<file path="src/rtl/minibus_arbiter.sv">
// minibus_arbiter
//   Shares one minibus slave-side port between NUM_MASTERS requesters using
//   round-robin arbitration. A grant is held for a whole transaction, until the
//   slave answers with ack or err. A watchdog aborts a transaction that sees no
//   answer for TIMEOUT_CYCLES BUSY cycles and reports err to the owner.
//
// Ports
//   CLK, nRST              clock (rising edge), asynchronous active-low reset
//   master_req_*           per-master request fields, master i in slice i
//                          (addr, wdata, width, ren, wen)
//   master_res_*           per-master response fields (rdata, ack, err)
//   slave_req_*            request forwarded to the decoder/slave
//   slave_res_*            response from the decoder/slave
//   grant                  one-hot current owner, all zero in IDLE
//   busy                   high while a transaction is in progress
module minibus_arbiter #(
    parameter int NUM_MASTERS    = 2,
    parameter int TIMEOUT_CYCLES = 256,
    parameter int ADDR_W         = 32,
    parameter int DATA_W         = 32
) (
    input  logic                          CLK,
    input  logic                          nRST,
    input  logic [NUM_MASTERS*ADDR_W-1:0] master_req_addr,
    input  logic [NUM_MASTERS*DATA_W-1:0] master_req_wdata,
    input  logic [NUM_MASTERS*2-1:0]      master_req_width,
    input  logic [NUM_MASTERS-1:0]        master_req_ren,
    input  logic [NUM_MASTERS-1:0]        master_req_wen,
    output logic [NUM_MASTERS*DATA_W-1:0] master_res_rdata,
    output logic [NUM_MASTERS-1:0]        master_res_ack,
    output logic [NUM_MASTERS-1:0]        master_res_err,
    output logic [ADDR_W-1:0]             slave_req_addr,
    output logic [DATA_W-1:0]             slave_req_wdata,
    output logic [1:0]                    slave_req_width,
    output logic                          slave_req_ren,
    output logic                          slave_req_wen,
    input  logic [DATA_W-1:0]             slave_res_rdata,
    input  logic                          slave_res_ack,
    input  logic                          slave_res_err,
    output logic [NUM_MASTERS-1:0]        grant,
    output logic                          busy
);

    localparam int OWN_W = $clog2(NUM_MASTERS);
    // A disabled timeout still needs a legal (1-bit) counter width.
    localparam int CNT_W = (TIMEOUT_CYCLES > 0) ? $clog2(TIMEOUT_CYCLES + 1) : 1;
    localparam logic [CNT_W-1:0] CNT_LAST =
        CNT_W'((TIMEOUT_CYCLES > 0) ? TIMEOUT_CYCLES - 1 : 0);
    localparam logic [OWN_W-1:0] OWN_LAST = OWN_W'(NUM_MASTERS - 1);

    typedef enum logic {IDLE = 1'b0, BUSY = 1'b1} state_t;

    state_t                 state_q, state_d;
    logic [NUM_MASTERS-1:0] grant_q, grant_d;
    logic                   busy_q, busy_d;
    logic [OWN_W-1:0]       owner_q, owner_d;
    logic [OWN_W-1:0]       rr_ptr_q, rr_ptr_d;
    logic [CNT_W-1:0]       cnt_q, cnt_d;

    logic [NUM_MASTERS-1:0] req_vec;
    logic [OWN_W-1:0]       win_idx;
    logic [OWN_W-1:0]       scan_idx;
    logic                   any_req;
    logic                   owner_req;
    logic                   slave_resp;
    logic                   timeout_hit;

    assign req_vec    = master_req_ren | master_req_wen;
    assign any_req    = |req_vec;
    assign owner_req  = req_vec[owner_q];
    assign slave_resp = slave_res_ack | slave_res_err;
    // A slave answer in the same cycle always beats the watchdog.
    assign timeout_hit = (TIMEOUT_CYCLES != 0) && (state_q == BUSY) &&
                         (cnt_q == CNT_LAST) && !slave_resp;

    assign grant = grant_q;
    assign busy  = busy_q;

    // Round-robin search from rr_ptr upward. Scanning from the farthest
    // candidate back towards rr_ptr lets the closest requester overwrite last.
    always_comb begin
        win_idx  = rr_ptr_q;
        scan_idx = '0;
        for (int k = NUM_MASTERS - 1; k >= 0; k--) begin
            scan_idx = OWN_W'((int'(rr_ptr_q) + k) % NUM_MASTERS);
            if (req_vec[scan_idx]) begin
                win_idx = scan_idx;
            end
        end
    end

    // Combinational forwarding between the owner and the slave.
    always_comb begin
        slave_req_addr   = '0;
        slave_req_wdata  = '0;
        slave_req_width  = '0;
        slave_req_ren    = 1'b0;
        slave_req_wen    = 1'b0;
        master_res_rdata = '0;
        master_res_ack   = '0;
        master_res_err   = '0;
        // An owner that dropped ren/wen has abandoned the transfer: nothing
        // goes to the slave and no response is returned.
        if (state_q == BUSY && owner_req) begin
            if (!timeout_hit) begin
                slave_req_addr  = master_req_addr[owner_q*ADDR_W +: ADDR_W];
                slave_req_wdata = master_req_wdata[owner_q*DATA_W +: DATA_W];
                slave_req_width = master_req_width[owner_q*2 +: 2];
                slave_req_ren   = master_req_ren[owner_q];
                slave_req_wen   = master_req_wen[owner_q];
            end
            if (slave_resp) begin
                master_res_rdata[owner_q*DATA_W +: DATA_W] = slave_res_rdata;
                master_res_ack[owner_q] = slave_res_ack;
                master_res_err[owner_q] = slave_res_err;
            end else if (timeout_hit) begin
                master_res_err[owner_q] = 1'b1;
            end
        end
    end

    always_comb begin
        state_d  = state_q;
        grant_d  = grant_q;
        owner_d  = owner_q;
        rr_ptr_d = rr_ptr_q;
        cnt_d    = cnt_q;
        case (state_q)
            IDLE: begin
                if (any_req) begin
                    state_d = BUSY;
                    owner_d = win_idx;
                    cnt_d   = '0;
                    for (int i = 0; i < NUM_MASTERS; i++) begin
                        grant_d[i] = (win_idx == OWN_W'(i));
                    end
                end
            end
            BUSY: begin
                if (cnt_q != '1) begin
                    cnt_d = cnt_q + 1'b1;
                end
                if (!owner_req) begin
                    // Abort keeps rr_ptr so the same master retains priority.
                    state_d = IDLE;
                    grant_d = '0;
                end else if (slave_resp || timeout_hit) begin
                    state_d  = IDLE;
                    grant_d  = '0;
                    rr_ptr_d = (owner_q == OWN_LAST) ? '0 : owner_q + 1'b1;
                end
            end
            default: begin
                state_d = IDLE;
                grant_d = '0;
            end
        endcase
        busy_d = (state_d == BUSY);
    end

    always_ff @(posedge CLK or negedge nRST) begin
        if (!nRST) begin
            state_q  <= IDLE;
            grant_q  <= '0;
            busy_q   <= 1'b0;
            owner_q  <= '0;
            rr_ptr_q <= '0;
            cnt_q    <= '0;
        end else begin
            state_q  <= state_d;
            grant_q  <= grant_d;
            busy_q   <= busy_d;
            owner_q  <= owner_d;
            rr_ptr_q <= rr_ptr_d;
            cnt_q    <= cnt_d;
        end
    end

endmodule

</file>
<file path="config.mk">
export PLATFORM = sky130hd
export DESIGN_NAME = minibus_arbiter
export DESIGN_NICKNAME = d
export VERILOG_FILES = /design/src/rtl/minibus_arbiter.sv
export SDC_FILE = /design/constraint.sdc
export NUM_CORES = 1
export LEC_CHECK = 0
export ABC_AREA = 1
export CAP_MARGIN = 5
export CELL_PAD_IN_SITES_DETAIL_PLACEMENT = 0
export CELL_PAD_IN_SITES_GLOBAL_PLACEMENT = 2
export CORE_ASPECT_RATIO = 0.7
export CORE_MARGIN = 5
export CORE_UTILIZATION = 10
export DETAILED_ROUTE_END_ITERATION = 6
export GPL_ROUTABILITY_DRIVEN = 0
export PLACE_DENSITY = 0.84
export SYNTH_ARGS = -nofsm -noshare
export SYNTH_HDL_FRONTEND = slang
export SYNTH_SLANG_ARGS = --single-unit
</file>
<file path="constraint.sdc">
create_clock -name CLK -period 3.9 [get_ports CLK]
set_input_delay 0.78 -clock CLK [delete_from_list [all_inputs] [get_ports CLK]]
set_output_delay 0.78 -clock CLK [all_outputs]
set_load 0.02 [all_outputs]
</file>
==> metrics.cfg <==
[clock_network]
cts-hold-fix-buffers = 0
numCtsBuffers = 3
cts_tree = built
clk_path_buf_depth = 2
htreeDepth = 1
cts-root-buf = clkbuf_16
clk_latency_ns = 0.24
cts_num_sinks = 14
clkTransAtPathRegs_ns = 0.05

[final_layout]
final_cell_mix = clkdlybuf4s50_1 (307), nand2_1 (169), a21oi_1 (72)
drive_gt1_frac = 0.0417
n_antenna_cell = 0
layout.nets = 919
syn_to_final_growth_pct = 161
final_area_um2 = 5860
fillCellCount = 2398
fin_util = 0.268
final_common_cell = clkdlybuf4s50_1

[synth]
ys_types = 21
synth_top_cell_area_share = 0.282
yosys.area.top_type = nand2_1
postSynthCellCount = 442
synth_area_um2 = 2250
yosys_warnings = 0
postSynthAreaPerCell_um2 = 5.09
synth_area_leaders = nand2_1 (28%), a21oi_1 (16%), dfrtp_1 (16%), nor3_1 (14%), inv_1 (7.5%)
synth-seq-area-share = 0.156
synth-seq-cells = 14
syn_nets = 617

[sta]
skew_ns = 0.00294
rsz0062_at_grt = no
clock.fmax_ghz = 0.263
period_minus_slack_ns = 3.81
fin_tns_setup_ns = 0
timing.final.max_slew_violations = 0
worst_slew_pin_slew_ns = 0.683
setup_ws_ns = 0.0933
hold_viol = 0
maxSlewHeadroom = 0.543
period_share = 0.976
finalSetupViolations = 0

[die]
die_h_um = 135
num_rows = 45
io_pins = 311
start_util = 0.103
die-area_um2 = 25600
fp.coreArea_um2 = 21900
die_w_um = 189

[min_path]
min_path_type = flip-flop to flip-flop

[global_route]
grt_pass1_wl_um = 21000
antenna_found_initial = 0
met3_usage = 0.0340
grt_max_degree = 49
grt_pass1_vias = 3917
track_usage = 0.0997
grt-ovfl-total = 0
use_met2 = 0.181
met1_usage = 0.118
top_usage_layer = met2

[worst_setup_path]
worstSetupPathType = input pin to output pin
cp_slowest_cell = clkdlybuf4s50_1
critPathTopFamily = buffers and inverters
required_ns = 3.12
path_cells = clkdlybuf4s50_1 > nor2_1 > nand2_1 > nand2_1 > nor2_4 > o21ai_4 > buf_12 > buf_12 > a21oi_1 > clkdlybuf4s50_1
critical_path.max_fanout = 23
arrival_ns = 3.03
cp-end-kind = output pin
cp-start-kind = input pin
cpPeakStageDelay_ns = 0.65
critPathBufInv = 4

[pwr]
leakagePower_nw = 2.41
power_density_nw_per_um2 = 571
p_total_w = 0.00335
peakVddDrop_uv = 237

[route]
wire_per_inst_um = 14.0
vias = 3921
drtIter0Drc = 84
via_per_inst = 3.83
drc_errors = 0
dr.pass1.iters = 4
totalWireLength_um = 14400
antenna_left = 0

[job]
cap_violations = 0

[placed_design]
dp_slack_ns = 0.0824
hpwl_um = 12000
port_buffers = 310
placed_cell_area_um2 = 5740

[run_status]
outcome = completed

## synth_stat cells, drive strengths merged
master / instances
nand3: 7
nor2: 16
buf: 18
a21oi: 72
o21ai: 9
o22ai: 1
o211ai: 2
inv: 48
a211o: 1
ha: 3
nand4: 1
clkbuf: 17
nor3: 64
dfrtp: 14
nand2: 169
## routing by layer
metal,routed length (um),vias up,part of all wire
li1,-,2017,-
met1,5880,1700,0.41
met2,6940,196,0.48
met3,1460,8,0.10
met4,106,0,0.0074
met5,0,-,0
## path summary, 6_finish.rpt
check,startpoint,depth (start not counted),end,slack (ns)
worst max-delay path,master_req_wen[1],10,slave_req_wdata[16],0.09
worst min-delay path,grant[0],2,grant[0],0.47
worst max register to register,cnt_q[0],14,cnt_q[7],1.80
worst min register to register,grant[0],2,grant[0],0.47
max in group asynchronous,nRST,1,owner_q,2.47
min in group asynchronous,nRST,1,grant[1],0.95
## worst reg2reg max path: stages, from the launching register on
cell and delay (ns):
dfrtp_1 0.41, ha_1 0.23, nand2_1 0.10, inv_1 0.07, nand3_1 0.10, nor2_1 0.07, ha_1 0.20, inv_1 0.05
nand2_1 0.12, nor2_1 0.25, inv_1 0.10, nor2_1 0.13, nand2_1 0.06, nand2_1 0.05, nor2_1 0.04
## area by class of cell
cell class	instances	area [um^2]	area share
sequential	14	352	0.0600
tap	282	353	0.0602
multi-input combinational	345	1550	0.264
clock buffer	4	78.8	0.0134
inverter	48	183	0.0311
timing repair buffer	332	3350	0.571
## cell families after synthesis
logic type	count (synthesis)	share of synthesized area
AOI/OAI and AO/OA	85	0.195
and+or+nand+nor	257	0.473
DFF	14	0.156
buffers and inverters	83	0.159
adders and majority gates	3	0.0167
## power breakdown
group	internal (W)	leakage (nW)	switching, W
combinational	0.00128	2.19	0.00165
clock	0.000138	0.0382	0.0000610
sequential	0.000189	0.182	0.0000404
total	0.00160	2.41	0.00175
## state kept, by name, summed over array words and instances, names as in the netlist
signal	flops
busy	1
rr_ptr_q	1
cnt_q	9
owner_q	1
grant	2
## what timing repair did
item | in CTS | in global routing
buffers inserted | 0 | 3
resized for setup | 0 | 5
endpoints found under the setup margin | 0 | 77
hold endpoints to repair | 0 | 0
## stage by stage
| stage | hold WS, ns | cells |
|---|---|---|
| 2_1_floorplan | 0.471 | 442 |
| 3_3_place_gp | 0.460 | 1018 |
| 3_5_place_dp | 0.462 | 1018 |
| 4_1_cts | 0.475 | 1022 |
| 5_1_grt | 0.503 | 1025 |
| 6_report | 0.472 | 1025 |
Power figures use the tool's default switching activity.
